===== config.mk =====
export PLATFORM = sky130hd
export DESIGN_NAME = step_decoder_flat
export DESIGN_NICKNAME = d
export VERILOG_FILES = /design/src/rtl/step_decoder_if.sv /design/src/rtl/step_decoder.sv /design/src/flat_wrapper.sv
export SDC_FILE = /design/constraint.sdc
export NUM_CORES = 1
export LEC_CHECK = 0
export ABC_AREA = 1
export ABC_CLOCK_PERIOD_IN_PS = 3900
export CORE_ASPECT_RATIO = 1.2
export CORE_UTILIZATION = 30
export CTS_BUF_LIST = sky130_fd_sc_hd__clkbuf_4 sky130_fd_sc_hd__clkbuf_8
export CTS_CLUSTER_DIAMETER = 30
export DETAILED_ROUTE_END_ITERATION = 8
export PLACE_DENSITY_LB_ADDON = 0.3
export REMOVE_ABC_BUFFERS = 1
export SETUP_SLACK_MARGIN = 0.3
export SLEW_MARGIN = 20
export SYNTH_ARGS = -nofsm -noshare
export SYNTH_HDL_FRONTEND = slang
export SYNTH_SLANG_ARGS = --single-unit

===== constraint.sdc =====
create_clock -name clk -period 3.9 [get_ports clk]
set_clock_uncertainty 0.1 [all_clocks]
set_input_delay 0.585 -clock clk [delete_from_list [all_inputs] [get_ports clk]]
set_output_delay 0.585 -clock clk [all_outputs]
set_load 0.1 [all_outputs]

===== src/rtl/step_decoder_if.sv =====
// Stepper/IR/flags inputs plus the registered datapath controls of the step decoder.
// The decoder side is the slave modport; the stepper/datapath side is the master.
interface step_decoder_if #(
    parameter int CNT_W = 16
);
    logic [5:0]       step;
    logic [7:0]       ir;
    logic [3:0]       flags;
    logic             halt_req;
    logic             halted;
    logic [3:0]       reg_en;
    logic [3:0]       reg_set;
    logic             en_iar;
    logic             set_iar;
    logic             set_mar;
    logic             en_ram;
    logic             set_ram;
    logic             set_ir;
    logic             en_acc;
    logic             set_acc;
    logic             set_tmp;
    logic             bus1;
    logic             set_flags;
    logic [2:0]       alu_op;
    logic             seq_err;
    logic [CNT_W-1:0] instr_cnt;

    modport master (
        output step, ir, flags, halt_req,
        input  halted, reg_en, reg_set, en_iar, set_iar, set_mar, en_ram, set_ram,
               set_ir, en_acc, set_acc, set_tmp, bus1, set_flags, alu_op, seq_err,
               instr_cnt
    );

    modport slave (
        input  step, ir, flags, halt_req,
        output halted, reg_en, reg_set, en_iar, set_iar, set_mar, en_ram, set_ram,
               set_ir, en_acc, set_acc, set_tmp, bus1, set_flags, alu_op, seq_err,
               instr_cnt
    );
endinterface


===== src/rtl/step_decoder.sv =====
// Decodes the one-hot stepper phase and IR into registered datapath controls (1-cycle latency),
// checks step ordering, counts instructions and stops at an instruction boundary on halt_req.
module step_decoder #(
    parameter int CNT_W = 16
) (
    input  logic          clk,
    input  logic          reset,
    step_decoder_if.slave sd
);
    localparam logic [5:0] S1 = 6'b000001;
    localparam logic [5:0] S2 = 6'b000010;
    localparam logic [5:0] S3 = 6'b000100;
    localparam logic [5:0] S4 = 6'b001000;
    localparam logic [5:0] S5 = 6'b010000;
    localparam logic [5:0] S6 = 6'b100000;

    typedef struct packed {
        logic [3:0] reg_en;
        logic [3:0] reg_set;
        logic       en_iar;
        logic       set_iar;
        logic       set_mar;
        logic       en_ram;
        logic       set_ram;
        logic       set_ir;
        logic       en_acc;
        logic       set_acc;
        logic       set_tmp;
        logic       bus1;
        logic       set_flags;
        logic [2:0] alu_op;
    } ctrl_t;

    ctrl_t            ctrl_d, ctrl_q;
    logic [5:0]       exp_q;
    logic             halted_q;
    logic             seq_err_q;
    logic [CNT_W-1:0] cnt_q;
    logic [3:0]       ra_oh, rb_oh;
    logic [5:0]       step_nxt;

    assign ra_oh    = 4'b0001 << sd.ir[3:2];
    assign rb_oh    = 4'b0001 << sd.ir[1:0];
    assign step_nxt = {sd.step[4:0], sd.step[5]};

    // Pure decode of the presented step/IR; legality and halt gating happen at the register.
    always_comb begin
        ctrl_d = '0;
        case (sd.step)
            S1: begin
                ctrl_d.bus1 = 1'b1; ctrl_d.en_iar = 1'b1;
                ctrl_d.set_mar = 1'b1; ctrl_d.set_acc = 1'b1;
            end
            S2: begin
                ctrl_d.en_ram = 1'b1; ctrl_d.set_ir = 1'b1;
            end
            S3: begin
                ctrl_d.en_acc = 1'b1; ctrl_d.set_iar = 1'b1;
            end
            S4: begin
                if (sd.ir[7]) begin
                    ctrl_d.reg_en = rb_oh; ctrl_d.set_tmp = 1'b1;
                end else begin
                    case (sd.ir[6:4])
                        3'd0, 3'd1: begin
                            ctrl_d.reg_en = ra_oh; ctrl_d.set_mar = 1'b1;
                        end
                        3'd2, 3'd5: begin
                            ctrl_d.bus1 = 1'b1; ctrl_d.en_iar = 1'b1;
                            ctrl_d.set_mar = 1'b1; ctrl_d.set_acc = 1'b1;
                        end
                        3'd3: begin
                            ctrl_d.reg_en = rb_oh; ctrl_d.set_iar = 1'b1;
                        end
                        3'd4: begin
                            ctrl_d.en_iar = 1'b1; ctrl_d.set_mar = 1'b1;
                        end
                        3'd6: begin
                            ctrl_d.bus1 = 1'b1; ctrl_d.set_flags = 1'b1;
                        end
                        default: ;
                    endcase
                end
            end
            S5: begin
                if (sd.ir[7]) begin
                    ctrl_d.reg_en  = ra_oh;   ctrl_d.alu_op    = sd.ir[6:4];
                    ctrl_d.set_acc = 1'b1;    ctrl_d.set_flags = 1'b1;
                end else begin
                    case (sd.ir[6:4])
                        3'd0, 3'd2: begin
                            ctrl_d.en_ram = 1'b1; ctrl_d.reg_set = rb_oh;
                        end
                        3'd1: begin
                            ctrl_d.reg_en = rb_oh; ctrl_d.set_ram = 1'b1;
                        end
                        3'd4: begin
                            ctrl_d.en_ram = 1'b1; ctrl_d.set_iar = 1'b1;
                        end
                        3'd5: begin
                            ctrl_d.en_acc = 1'b1; ctrl_d.set_iar = 1'b1;
                        end
                        default: ;
                    endcase
                end
            end
            S6: begin
                // CMP only updates flags, so its write-back is dropped.
                if (sd.ir[7]) begin
                    if (sd.ir[6:4] != 3'b111) begin
                        ctrl_d.en_acc = 1'b1; ctrl_d.reg_set = rb_oh;
                    end
                end else if (sd.ir[6:4] == 3'd2) begin
                    ctrl_d.en_acc = 1'b1; ctrl_d.set_iar = 1'b1;
                end else if (sd.ir[6:4] == 3'd5 && |(sd.ir[3:0] & sd.flags)) begin
                    ctrl_d.en_ram = 1'b1; ctrl_d.set_iar = 1'b1;
                end
            end
            default: ;
        endcase
    end

    always_ff @(posedge clk) begin
        if (reset) begin
            ctrl_q    <= '0;
            exp_q     <= S1;
            halted_q  <= 1'b0;
            seq_err_q <= 1'b0;
            cnt_q     <= '0;
        end else if (halted_q) begin
            ctrl_q <= '0;
            exp_q  <= S1;
            if (!sd.halt_req) halted_q <= 1'b0;
        end else begin
            ctrl_q <= '0;
            if (sd.step == exp_q) begin
                ctrl_q <= ctrl_d;
                exp_q  <= step_nxt;
                if (sd.step[5]) begin
                    cnt_q <= cnt_q + CNT_W'(1);
                    if (sd.halt_req) halted_q <= 1'b1;
                end
            end else if (sd.step != 6'b0) begin
                // Resync to the phase after a single bad step; multi-hot restarts the instruction.
                seq_err_q <= 1'b1;
                exp_q     <= $onehot(sd.step) ? step_nxt : S1;
            end
        end
    end

    assign sd.reg_en    = ctrl_q.reg_en;
    assign sd.reg_set   = ctrl_q.reg_set;
    assign sd.en_iar    = ctrl_q.en_iar;
    assign sd.set_iar   = ctrl_q.set_iar;
    assign sd.set_mar   = ctrl_q.set_mar;
    assign sd.en_ram    = ctrl_q.en_ram;
    assign sd.set_ram   = ctrl_q.set_ram;
    assign sd.set_ir    = ctrl_q.set_ir;
    assign sd.en_acc    = ctrl_q.en_acc;
    assign sd.set_acc   = ctrl_q.set_acc;
    assign sd.set_tmp   = ctrl_q.set_tmp;
    assign sd.bus1      = ctrl_q.bus1;
    assign sd.set_flags = ctrl_q.set_flags;
    assign sd.alu_op    = ctrl_q.alu_op;
    assign sd.halted    = halted_q;
    assign sd.seq_err   = seq_err_q;
    assign sd.instr_cnt = cnt_q;
endmodule


===== src/flat_wrapper.sv =====
// flat-port wrapper written by rule: the top's interface ports become plain ports
module step_decoder_flat 
#(
    parameter int CNT_W = 16
)
  (clk, reset, sd_step, sd_ir, sd_flags, sd_halt_req, sd_halted, sd_reg_en, sd_reg_set, sd_en_iar, sd_set_iar, sd_set_mar, sd_en_ram, sd_set_ram, sd_set_ir, sd_en_acc, sd_set_acc, sd_set_tmp, sd_bus1, sd_set_flags, sd_alu_op, sd_seq_err, sd_instr_cnt);
  step_decoder_if #(.CNT_W(CNT_W)) sd_i ();
  input  logic clk;
  input  logic reset;
  input wire logic [$bits(sd_i.step)-1:0] sd_step;
  input wire logic [$bits(sd_i.ir)-1:0] sd_ir;
  input wire logic [$bits(sd_i.flags)-1:0] sd_flags;
  input wire logic [$bits(sd_i.halt_req)-1:0] sd_halt_req;
  output wire logic [$bits(sd_i.halted)-1:0] sd_halted;
  output wire logic [$bits(sd_i.reg_en)-1:0] sd_reg_en;
  output wire logic [$bits(sd_i.reg_set)-1:0] sd_reg_set;
  output wire logic [$bits(sd_i.en_iar)-1:0] sd_en_iar;
  output wire logic [$bits(sd_i.set_iar)-1:0] sd_set_iar;
  output wire logic [$bits(sd_i.set_mar)-1:0] sd_set_mar;
  output wire logic [$bits(sd_i.en_ram)-1:0] sd_en_ram;
  output wire logic [$bits(sd_i.set_ram)-1:0] sd_set_ram;
  output wire logic [$bits(sd_i.set_ir)-1:0] sd_set_ir;
  output wire logic [$bits(sd_i.en_acc)-1:0] sd_en_acc;
  output wire logic [$bits(sd_i.set_acc)-1:0] sd_set_acc;
  output wire logic [$bits(sd_i.set_tmp)-1:0] sd_set_tmp;
  output wire logic [$bits(sd_i.bus1)-1:0] sd_bus1;
  output wire logic [$bits(sd_i.set_flags)-1:0] sd_set_flags;
  output wire logic [$bits(sd_i.alu_op)-1:0] sd_alu_op;
  output wire logic [$bits(sd_i.seq_err)-1:0] sd_seq_err;
  output wire logic [$bits(sd_i.instr_cnt)-1:0] sd_instr_cnt;
  assign sd_i.step = sd_step;
  assign sd_i.ir = sd_ir;
  assign sd_i.flags = sd_flags;
  assign sd_i.halt_req = sd_halt_req;
  assign sd_halted = sd_i.halted;
  assign sd_reg_en = sd_i.reg_en;
  assign sd_reg_set = sd_i.reg_set;
  assign sd_en_iar = sd_i.en_iar;
  assign sd_set_iar = sd_i.set_iar;
  assign sd_set_mar = sd_i.set_mar;
  assign sd_en_ram = sd_i.en_ram;
  assign sd_set_ram = sd_i.set_ram;
  assign sd_set_ir = sd_i.set_ir;
  assign sd_en_acc = sd_i.en_acc;
  assign sd_set_acc = sd_i.set_acc;
  assign sd_set_tmp = sd_i.set_tmp;
  assign sd_bus1 = sd_i.bus1;
  assign sd_set_flags = sd_i.set_flags;
  assign sd_alu_op = sd_i.alu_op;
  assign sd_seq_err = sd_i.seq_err;
  assign sd_instr_cnt = sd_i.instr_cnt;
  step_decoder #(.CNT_W(CNT_W)) u_core (.clk(clk), .reset(reset), .sd(sd_i));
endmodule

==> results of run 1 <==
==> cell type report <==
cell class / instances / area (um^2) / share of cell area [%]
flip-flops and latches: 46 / 921 / 25.7
clock buffers: 7 / 90.1 / 2.52
well taps: 120 / 150 / 4.19
inverters: 53 / 199 / 5.56
multi-input cells: 310 / 1610 / 44.9
repair buffers: 61 / 608 / 17.0
clock inverters: 1 / 5.00 / 0.140
==> worst min-delay path by stage <==
stage                                  from                 to  depth (start not counted)
after global placement    u_core.sd.seq_err  u_core.sd.seq_err                          2
after global routing      u_core.sd.seq_err  u_core.sd.seq_err                          2
after CTS                 u_core.sd.seq_err  u_core.sd.seq_err                          2
after floorplan             u_core.exp_q[0]    u_core.exp_q[0]                          2
after detailed placement  u_core.sd.seq_err  u_core.sd.seq_err                          2
final                     u_core.sd.seq_err  u_core.sd.seq_err                          2
==> worst min-delay path, cell delays in order, from the launching register on <==
cell and delay (ps):
dfxtp_1 320, inv_1 40, a21oi_1 50
==> state kept, by name (all words and copies together) (netlist names), 3 cells and up <==
| name | count |
|---|---|
| u_core.exp_q | 6 |
| u_core.sd.alu_op | 3 |
| u_core.sd.instr_cnt | 16 |
| u_core.sd.reg_set | 4 |
| u_core.sd.reg_en | 4 |
==> stage by stage <==
step           setup WS [ps]  instance area, um^2  hold WS [ps]
6_report                1230                 3580           356
5_1_grt                 1090                 3580           403
4_1_cts                 1210                 3580           366
3_5_place_dp             903                 3480           350
3_3_place_gp             975                 3480           342
2_1_floorplan           1630                 2730           391
==> report_power, final <==
part           total [W]  switching, W  internal (W)
Clock           0.000314      0.000163      0.000150
Combinational   0.000146     0.0000925     0.0000532
Sequential      0.000480    0.00000402      0.000476
Total           0.000939      0.000260      0.000679
==> layer usage <==
metal  vias up  part of all wire (%)  wire, um
met3        11                   4.8       343
li1       1445                     -         -
met2        80                    49      3470
met4         0                   1.5       110
met1      1242                    45      3190
met5         -                     0         0
==> cell usage in the layout (no fill, tap or decap), drive strengths merged <==
cell type        n
nand2          134
clkdlybuf4s50   60
inv             53
nor2            52
dfxtp           46
nand3           37
a21oi           31
ha              14
nand4           10
o21ai           10
clkbuf           7
xor2             5
o22ai            5
nand3b           3
nor3             2
fa               2
xnor2            1
o31ai            1
o211ai           1
a31oi            1
and3             1
clkinv           1
buf              1
==> cells by family after synthesis <==
family          share of synthesized area, %
simple gates                            38.9
buf+inv                                 8.64
compound gates                          9.50
flops                                   33.3
fa+ha+maj                               7.78
xor+xnor                                1.90
==> results.sh, run 1 <==
export IMPL_hpwlAfterDp_um=5410
export IMPL_initial_core_util_pct=30.8
export IMPL_drv_cap=0
export IMPL_die_area_mm2=0.00961
export IMPL_required_ps=3210
export IMPL_fin_cells=598
export IMPL_syn_area_mm2=0.00277
export IMPL_antenna_found_initial=0
export IMPL_p_total_w=0.000939
export IMPL_drc=0
export IMPL_portBuffers=60
export IMPL_yosysMostFrequentCell="nand2_1"
export IMPL_routabilityCongestion=0.862
export IMPL_num_vias=2778
export IMPL_fp_dieW_um=89.7
export IMPL_crit_path_cell_trace="clkdlybuf4s50_1"
export IMPL_cts_hold_buf=0
export IMPL_wl_per_cell_um=11.9
export IMPL_ios=61
export IMPL_coreArea_mm2=0.00899
export IMPL_critPathMaxStageDelay_ps=1200
export IMPL_cts_inserted_buffers=5
export IMPL_area_growth_pct=29.4
export IMPL_synthTopCellsByArea="dfxtp_1 (33%), nand2_1 (18%), nand3_1 (6.5%)"
export IMPL_arrival_ps=1990
export IMPL_r2r_slack_ps=1930
export IMPL_overflow=0
export IMPL_yosysUniqueCellTypes=29
export IMPL_crit_buf_inv=1
export IMPL_cts_resized=0
export IMPL_seq_area_frac_synth_pct=33.3
export IMPL_grt_pass1_vias=2550
export IMPL_finalHoldViolCount=0
export IMPL_synth_common_cells="nand2_1 (130), inv_1 (48), dfxtp_1 (46)"
export IMPL_powerDensity_mw_per_mm2=262
export IMPL_netlist_area_leader_share_pct=33.3
export IMPL_path_delay_family="buffers and inverters"
export IMPL_ys_warnings_count=0
export IMPL_initialDrtViolationCount=83
export IMPL_grt_pass1_wl_um=11600
export IMPL_reg2reg_from="u_core.sd.halted"
export IMPL_finalSetupViolations=0
export IMPL_status="complete, no violations"
export IMPL_reg2reg_depth=4
export IMPL_max_freq_ghz=0.374
export IMPL_clockRootBuffer="clkbuf_8"
export IMPL_worstMarginPinSlew_ps=998
export IMPL_dr_pass1_iters=5
export IMPL_die_y_um=107
export IMPL_fillerInstances=952
export IMPL_max_slew_margin_pct=33.3
export IMPL_grt_busiest_layer="met2"
export IMPL_critPathKind="register to primary output"
export IMPL_cp_num_cells=1
export IMPL_cts_sinks=46
export IMPL_ys_ff_latch=46
export IMPL_postCtsSetupRepairBufs=0
export IMPL_ant_nets=0
export IMPL_avgSynthCellArea_um2=6.65
export IMPL_end_kind="primary output"
export IMPL_clk_latency_ps=300
export IMPL_peakVddDrop_v=0.000126
export IMPL_gr_usage_met1_pct=17.9
export IMPL_synth_edff_count=0
export IMPL_drive_gt1_share_pct=6.28
export IMPL_worst_setup_path_start_kind="register"
export IMPL_async_flop_share_pct=0
export IMPL_cts_tree="done"
export IMPL_clkTransAtPathRegs_ps=80
export IMPL_crit_path_start="u_core.sd.instr_cnt[2]"
export IMPL_via_per_inst=4.65
export IMPL_ys_flop_type="dfxtp_1"
export IMPL_timing_rr_end="u_core.sd.instr_cnt[1]"
export IMPL_final_net_count=514
export IMPL_min_period_ps=2670
export IMPL_htree_levels=2
export IMPL_utilization_pct=39.8
export IMPL_wl_um=7110
export IMPL_grt_util_met3_pct=2.69
export IMPL_antenna_cells=0
export IMPL_dpl_cell_count=590
export IMPL_clock_path_buffers=2
export IMPL_period_share_pct=68.5
export IMPL_grt_usage_pct=15.4
export IMPL_grt_max_degree=18
export IMPL_slew_viol_final=0
export IMPL_synth_top_cell_by_area="dfxtp_1"
export IMPL_leakage_nw=1.48
export IMPL_synth_cells=416
export IMPL_cp_max_fo=7
export IMPL_worstHoldPathType="register to register"
export IMPL_crit_slowest_cell="clkdlybuf4s50_1"
export IMPL_critPathCapture="sd_instr_cnt[2]"
export IMPL_placementRows=38
export IMPL_rsz0062_at_grt="no"
export IMPL_met2_usage_pct=27.7
export IMPL_timing_setup_tns_ps=0
Power figures use the tool's default switching activity.
==> run 2: changes to the inputs <==
--- a/config.mk
+++ b/config.mk
@@ -6,7 +6,7 @@
 export NUM_CORES = 1
 export LEC_CHECK = 0
 export ABC_AREA = 1
-export ABC_CLOCK_PERIOD_IN_PS = 3900
+export ABC_CLOCK_PERIOD_IN_PS = 2310
 export CORE_ASPECT_RATIO = 1.2
 export CORE_UTILIZATION = 30
 export CTS_BUF_LIST = sky130_fd_sc_hd__clkbuf_4 sky130_fd_sc_hd__clkbuf_8
==> constraint.sdc (replaced) <==
create_clock -name clk -period 2.31 [get_ports clk]
set_clock_uncertainty 0.1 [all_clocks]
set_input_delay 0.3465 -clock clk [delete_from_list [all_inputs] [get_ports clk]]
set_output_delay 0.3465 -clock clk [all_outputs]
set_load 0.1 [all_outputs]
==> run 2 against run 1 <==
Compared with the run above: register-to-register slack got worse by 1300 ps; setup slack got worse by 790 ps; die area unchanged.
==> results.sh, run 2 (synthesis gave the netlist of run 1 again) <==
export IMPL_finalSetupViolations=0
export IMPL_coreArea_mm2=0.00899
export IMPL_timing_setup_tns_ps=0
export IMPL_wl_per_cell_um=11.2
export IMPL_grt_usage_pct=15.4
export IMPL_drive_gt1_share_pct=20.2
export IMPL_initial_core_util_pct=30.8
export IMPL_area_growth_pct=32.2
export IMPL_met2_usage_pct=26.7
export IMPL_drc=0
export IMPL_status="complete, no violations"
export IMPL_ant_nets=0
export IMPL_cts_inserted_buffers=5
export IMPL_routabilityCongestion=0.861
export IMPL_required_ps=2440
export IMPL_drv_cap=0
export IMPL_worst_setup_path_start_kind="input port"
export IMPL_worstHoldStart="sd_step[5]"
export IMPL_rsz0062_at_grt="no"
export IMPL_clkTransAtPathRegs_ps=80
export IMPL_largest_reg_flops=16
export IMPL_layout_common_cells="nand2_1 (130), buf_4 (66), inv_1 (48), dfxtp_1 (46), nor2_1 (42)"
export IMPL_peakVddDrop_v=0.000204
export IMPL_reg2reg_from="u_core.sd.instr_cnt[0]"
export IMPL_grt_busiest_layer="met2"
export IMPL_hpwlAfterDp_um=5570
export IMPL_finalInstanceArea_mm2=0.00366
export IMPL_fin_cells=624
export IMPL_powerDensity_mw_per_mm2=434
export IMPL_clk_latency_ps=290
export IMPL_ios=61
export IMPL_final_common_cell="nand2_1"
export IMPL_period_share_pct=80.9
export IMPL_max_freq_ghz=0.535
export IMPL_arrival_ps=2000
export IMPL_worstMarginPinSlew_ps=335
export IMPL_final_net_count=540
export IMPL_grt_max_degree=17
export IMPL_die_area_mm2=0.00961
export IMPL_htree_levels=2
export IMPL_cp_max_fo=6
export IMPL_placementRows=38
export IMPL_grt_util_met3_pct=3.54
export IMPL_multi_input_area_mm2=0.00161
export IMPL_clock_path_buffers=2
export IMPL_fillerInstances=959
export IMPL_worstHoldPathType="input port to register"
export IMPL_cts_tree="done"
export IMPL_min_period_ps=1870
export IMPL_fp_dieW_um=89.7
export IMPL_max_slew_margin_pct=77.6
export IMPL_num_vias=2882
export IMPL_portBuffers=60
export IMPL_regArea_um2=921
export IMPL_overflow=0
export IMPL_via_per_inst=4.62
export IMPL_clockRootBuffer="clkbuf_8"
export IMPL_grt_pass1_vias=2658
export IMPL_leakage_nw=1.69
export IMPL_finalHoldViolCount=0
export IMPL_end_kind="register"
export IMPL_dpl_cell_count=616
export IMPL_cts_sinks=46
export IMPL_slew_viol_final=0
export IMPL_wl_um=7020
export IMPL_gr_usage_met1_pct=18.2
export IMPL_placed_cell_area_mm2=0.00359
export IMPL_antenna_cells=0
export IMPL_dr_pass1_iters=5
export IMPL_crit_path_start="sd_step[0]"
export IMPL_antenna_found_initial=0
export IMPL_die_y_um=107
export IMPL_initialDrtViolationCount=76
export IMPL_grt_pass1_wl_um=11600
export IMPL_cts_hold_buf=0
export IMPL_critPathKind="input port to register"
==> run 2: cell types whose count changed in the layout (fill, tap and decap cells not counted), sizes merged <==
cell           delta
clkbuf            +5
buf              +67
clkdlybuf4s50    -46
==> run 2: area by class of cell <==
cell class | count | area share (%)
Multi-Input combinational cell | 310 | 43.9
Sequential cell | 46 | 25.2
Clock buffer | 7 | 2.46
Inverter | 53 | 5.44
Timing Repair Buffer | 87 | 18.7
Clock inverter | 1 | 0.137
Tap cell | 120 | 4.11
==> run 2: final timing paths <==
kind	end	slack [ps]	depth (start not counted)
max	u_core.exp_q[4]	440	12
min	u_core.sd.halted	240	3
max reg2reg	u_core.sd.instr_cnt[8]	600	7
min reg2reg	u_core.sd.seq_err	370	2
==> run 2: routing by layer <==
metal,routed length [um],up-vias
met5,0,-
met2,3370,88
li1,-,1504
met4,127,0
met3,403,12
met1,3120,1278
==> run 2: per-stage QoR <==
stage	setup WS [ps]	total power [W]	hold WS [ps]	utilization, %
global route	307	0.00168	247	40.7
detailed placement	-327	0.00110	352	40.0
CTS	306	0.00161	337	41.0
floorplan	38.3	0.000978	316	-
finish	441	0.00159	240	40.7
global placement	-299	0.00109	341	40.0
==> run 2: repair_timing <==
| action | in CTS | in global routing |
|---|---|---|
| pin swaps | 1 | 2 |
| gates resized for setup | 11 | 8 |
| endpoints found under the setup margin | 7 | 6 |
| setup buffers | 0 | 0 |
==> run 2: worst max-delay path, stage by stage <==
cell and delay, ps:
clkbuf_2 110, inv_2 40, ha_1 260, inv_1 50
fa_1 400, inv_1 70, ha_1 220, nor2_1 90
nand2_1 70, nand2_2 120, nand2_1 70, a21oi_1 140
==> run 2: report_power, final <==
part           internal, W  total (W)  leakage, nW  switching, W
registers         0.000803   0.000809        0.371    0.00000636
logic             0.000104   0.000263         1.27      0.000159
clock network     0.000254   0.000515       0.0517      0.000261
total              0.00116    0.00159         1.69      0.000426
